## src/rtl/seg7_digit_scanner.sv

```systemverilog
// rtl/seg7_digit_scanner.sv - two-digit scan controller feeding the seven-segment decoder
// Display values are staged in a one-deep pending slot and promoted to the shadow only at frame boundaries.
module seg7_digit_scanner #(
  parameter int REFRESH_DIV   = 1200,
  parameter bit BLANK_LEADING = 1'b1
) (
  input  logic       clk,
  input  logic       rst,
  input  logic       in_valid,
  output logic       in_ready,
  input  logic [7:0] in_data,
  output logic [3:0] nibble,
  output logic       digit_sel,
  output logic       blank,
  output logic       frame_done
);

  localparam int CW = (REFRESH_DIV > 1) ? $clog2(REFRESH_DIV) : 1;

  logic [CW-1:0] div_cnt_q, div_cnt_d;
  logic          digit_sel_q, digit_sel_d;
  logic [7:0]    shadow_q, shadow_d;
  logic [7:0]    pending_q, pending_d;
  logic          pend_full_q, pend_full_d;

  logic wrap;
  logic boundary;
  logic xfer;

  assign wrap     = (div_cnt_q == CW'(REFRESH_DIV - 1));
  assign boundary = wrap && digit_sel_q;
  assign xfer     = in_valid && in_ready;

  always_comb begin
    div_cnt_d   = wrap ? '0 : div_cnt_q + CW'(1);
    digit_sel_d = digit_sel_q ^ wrap;
    shadow_d    = shadow_q;
    pending_d   = pending_q;
    pend_full_d = pend_full_q;
    if (xfer) begin
      pending_d   = in_data;
      pend_full_d = 1'b1;
    end
    // xfer and promotion are exclusive: a full pending slot holds in_ready low.
    if (boundary && pend_full_q) begin
      shadow_d    = pending_q;
      pend_full_d = 1'b0;
    end
  end

  always_ff @(posedge clk) begin
    if (rst) begin
      div_cnt_q   <= '0;
      digit_sel_q <= 1'b0;
      shadow_q    <= 8'h00;
      pending_q   <= 8'h00;
      pend_full_q <= 1'b0;
    end else begin
      div_cnt_q   <= div_cnt_d;
      digit_sel_q <= digit_sel_d;
      shadow_q    <= shadow_d;
      pending_q   <= pending_d;
      pend_full_q <= pend_full_d;
    end
  end

  assign in_ready   = !pend_full_q && !rst;
  assign digit_sel  = digit_sel_q;
  assign frame_done = !rst && boundary;
  assign nibble     = rst ? 4'h0 : (digit_sel_q ? shadow_q[7:4] : shadow_q[3:0]);
  assign blank      = !rst && BLANK_LEADING && digit_sel_q && (shadow_q[7:4] == 4'h0);

endmodule

```

## config.mk

```make
export PLATFORM = sky130hd
export DESIGN_NAME = seg7_digit_scanner
export DESIGN_NICKNAME = d
export VERILOG_FILES = /design/src/rtl/seg7_digit_scanner.sv
export SDC_FILE = /design/constraint.sdc
export NUM_CORES = 1
export LEC_CHECK = 0
export CAP_MARGIN = 10
export CORE_UTILIZATION = 50
export CTS_BUF_LIST = sky130_fd_sc_hd__clkbuf_8
export CTS_CLUSTER_SIZE = 12
export DETAILED_ROUTE_END_ITERATION = 8
export PLACE_DENSITY = 0.72
export SLEW_MARGIN = 30
export SYNTH_ARGS = -nofsm -noshare
export SYNTH_HDL_FRONTEND = slang
export SYNTH_SLANG_ARGS = --single-unit
```

## constraint.sdc

```tcl
create_clock -name clk -period 2.5 [get_ports clk]
set_input_delay 0.625 -clock clk [delete_from_list [all_inputs] [get_ports clk]]
set_output_delay 0.625 -clock clk [all_outputs]
set_load 0.01 [all_outputs]
```

## After elaboration in Yosys (flattened, before gate mapping)

Index checks and enable logic that the tools add are counted.
W data, S select, Z words.

- Add/sub/neg operators: 1
- Equality and inequality tests: 1
- Muxes and demuxes: 2
- Bitwise gates (word level): 1
- Reductions and logical operators: 12

Operators with widths:

| kind | count |
|---|---|
| $add A11 B1 Y11 const B | 1 |
| $eq A11 B11 Y1 const B | 1 |
| $mux W4 | 2 |
| $logic_and A1 B1 Y1 | 7 |
| $logic_not A4 Y1 | 1 |
| $reduce_or A2 Y1 | 2 |
| $logic_not A1 Y1 | 2 |
| $xor A1 B1 Y1 | 1 |

- Flip-flop bits (word level): 29
- Input port bits: 11
- Output and inout port bits: 8
- Logic and storage cells: 22

## Longest topological paths before layout

- Depth in word-level cells: 4
- Gate-level depth with buffers: 7
- Mapped depth without buffers: 7

## Least setup slack after synthesis

No wires, ideal clock.

- Path kind: reg-to-output
- From: register div_cnt_q[0]
- To: output port frame_done
- Arrival: 1.610 ns
- Required time: 1.875 ns
- Path slack: 0.265 ns
- Cell stages (with the launch flop): 7
- Buffers on the path: 1
- Cell sequence: dfxtp_1 > ha_1 > nand4_4 > nor3_1 > ha_1 > clkbuf_1 > nor2b_1

- Longest elaborated chain between the ends: 3

RTL lines:

| element | line | source |
|---|---|---|
| start: declaration | 20 | `logic [CW-1:0] div_cnt_q, div_cnt_d;` |
| start signal: assignment | 59 | `div_cnt_q <= div_cnt_d;` |
| $eq A11 B11 Y1 | 30 | `assign wrap = (div_cnt_q == CW'(REFRESH_DIV - 1));` |
| $logic_and A1 B1 Y1 | 31 | `assign boundary = wrap && digit_sel_q;` |
| $logic_and A1 B1 Y1 | 69 | `assign frame_done = !rst && boundary;` |
| end: declaration | 15 | `output logic frame_done` |

Every way passes these cells.

## Worst setup path after layout

- From: register div_cnt_q[1]
- To: output port frame_done

The elaborated chain is that of the path after synthesis.

==> metrics.txt <==
DP Area roughly 1500 µm²; most common cell after layout, fill and taps aside nand2_1; die height between 50 and 60 µm; Max Clock Skew 0.00545 ns; PD cells 562 nW/µm²; routed len/inst approximately 12 µm; Routed Wire Length 2570 µm; reg2reg setup slack 0.74 ns; post-synthesis sequential element count 29; relative slew slack between 50 and 60%; Mapped Cells roughly 150; largest net degree at the start of global routing 17; Nets 197; Synth Warn # 0; FF-to-FF path depth 8; crit-path max FO 3; cell taking the most area after synthesis dfxtp_1; M2 GR Usage about a third; chip width 52.2 µm; top post-synthesis cells by area dfxtp_1 46%, nand2_1 8.9%, a21oi_1 8.7%; CORE AREA ~2300 µm²; WHS Endpoint shadow_q[2]$_SDFFE_PP0P_; Die ar. 2720 µm²; status finished clean; Avg Inst Size Synth 8.28 µm²; WP data arrival 1.75 ns; area occupied by multi-input gates 647 µm²; Max Freq 421 MHz; hpwl dp 1900 µm; # IOs 19; antenna violation net count after detailed routing 0; Setup crit end kind primary output; via count 1138; Max Cap Viol 0; fillers between 200 and 250; DRC viols 0; worst skew pair latency 0.28 ns; Min-Delay Path Class flip-flop to flip-flop; Hold-fix buffers, CTS 0; crit path launch type flip-flop; Syn Std Cell Area 1260 µm²; maximum vdd drop 0.000470 V; Synth Flop Type dfxtp_1; Async S/R FF share, synth 0%; Clock Sinks 29; number of global-route vias before repair 1020; gr usage total 22.8%; clock buffer depth 2; reg-to-reg endpoint shadow_q[1]$_SDFFE_PP0P_; reg2reg start div_cnt_q[1]$_SDFF_PP0_; initial antenna violation count 0; final worst path period share 95.1%; Post-CTS Setup Inserts 0; CTS buffer count 5; Layout area overhead 30.8%; vias per cell between 5 and 6; root buffer cell clkbuf_8; Port Buffers 18; Finished Cell Area 1650 µm²; kind of critical path flip-flop to primary output; slowest CP cell dfxtp_1; final setup fails 0; Register Area ~580 µm²; CTS tree built; share of layout cells above drive strength 1 15.7%; Tightest Pin Transition 0.698 ns; Yosys top cell area share between 40% and 50%; Clock H-tree levels 2; RD Place Congestion 0.823; DP Worst Slack -0.103 ns; Setup TNS 0 ns; crit path cell chain ha_4 -> nand4_4 -> nor3_2 -> ha_2 -> nor2b_1 -> dlygate4sd2_1; total congestion overflow 0; Ant. Diodes 0; Top Usage Layer GRT met2; Leak between 0.6 and 0.7 nW; Seq/Total Area, Yosys 46.1%; Yosys cell types 32; Tmin final about 2.4 ns; Syn Nets 165; M3 GR Usage 9.57%; clk slew on worst S/H paths around 0.060 ns; number of flops mapped to enable cells by yosys 0; Final Hold Vio Count 0; Starting Density 54.8%; Worst EP required between 1.5 and 2 ns; first-pass GRT wire length ~4400 µm; hold_sp shadow_q[2]$_SDFFE_PP0P_; final slew viol count 0; Iter 0 DRT Violations 11; Max stage delay on crit path 0.39 ns; commonest non-fill, non-tap cells in the layout 30 x nand2_1, 29 x dfxtp_1, 22 x a21oi_1; Rows 17; met1 usage about 31%; worst hold stages 2; unrepaired setup endpoints after global routing false; TritonRoute pass-1 iters 4; post-route setup slack 0.123 ns
worst max path at each step:
| stage | from | end | slack [ns] | cells past startpoint |
|---|---|---|---|---|
| 2_1_floorplan | div_cnt_q[0]$_SDFF_PP0_ | frame_done | 0.27 | 6 |
| 3_3_place_gp | rst | nibble[2] | -0.07 | 4 |
| 3_5_place_dp | rst | nibble[2] | -0.10 | 4 |
| 4_1_cts | div_cnt_q[1]$_SDFF_PP0_ | frame_done | 0.07 | 6 |
| 5_1_grt | div_cnt_q[1]$_SDFF_PP0_ | frame_done | 0.03 | 6 |
| 6_report | div_cnt_q[1]$_SDFF_PP0_ | frame_done | 0.12 | 6 |
power by group:
part	internal [mW]	total, mW	switching [mW]	leakage (nW)
Combinational	0.0398	0.0719	0.0321	0.319
Sequential	0.477	0.492	0.0146	0.236
Clock	0.188	0.361	0.173	0.0491
Total	0.705	0.925	0.220	0.604
Yosys cell counts (3+ instances only):
cell / count
a21oi_1: 22
clkbuf_1: 7
o21ai_0: 3
mux2i_1: 4
inv_1: 3
nand3_1: 12
dfxtp_1: 29
nand2_1: 30
nor2_1: 10
nor2b_1: 3
sequential cells by signal, summed over array words and instances, names as in the netlist:
name         cells
digit_sel        1
div_cnt_q       11
pend_full_q      1
pending_q        8
shadow_q         8
critical path: cells and delay by family (launching register included):
kind / cells / cell delay (ns)
adders and majority gates: 2 / 0.38
buffers and inverters: 1 / 0.27
DFF: 1 / 0.39
and+or+nand+nor: 3 / 0.43
stage by stage:
stage	instances	utilization (%)	hold WS (ns)	power [mW]
2_1_floorplan	152	-	0.430	0.536
3_5_place_dp	205	67.3	0.452	0.571
4_1_cts	213	71.2	0.461	0.929
6_report	213	71.7	0.459	0.925
3_3_place_gp	205	67.3	0.443	0.569
5_1_grt	213	71.7	0.486	0.958
metal layers:
metal | wire length (µm) | vias to the layer above
li1 | - | 598
met1 | 1350 | 510
met5 | 0 | -
met4 | 29 | 0
met2 | 1070 | 26
met3 | 123 | 4
cell type report:
| class | count | area share [%] |
|---|---|---|
| clock buffers | 5 | 4.18 |
| clock inverters | 3 | 0.836 |
| inverters | 3 | 0.684 |
| multi-input cells | 112 | 39.3 |
| flip-flops and latches | 29 | 35.3 |
| well taps | 28 | 2.13 |
| repair buffers | 33 | 17.6 |
timing repair:
item                                   4_1_cts  5_1_grt
setup endpoints to repair                    7        1
endpoints found under the hold margin        0        0
gates resized for setup                      5        1
kinds of logic (layout without fill, tap and decap cells):
family | after synthesis | count (layout) | synth area share [%]
buffers and inverters | 11 | 44 | 4.08
AO/OA/AOI/OAI | 32 | 32 | 14.5
XOR/XNOR | 2 | 2 | 1.39
multiplexers | 4 | 4 | 3.18
adder cells (fa/ha/maj) | 2 | 2 | 1.99
flip-flops | 29 | 29 | 46.1
AND/OR/NAND/NOR | 72 | 72 | 28.7
No activity file was read; power rests on OpenSTA's default activity.
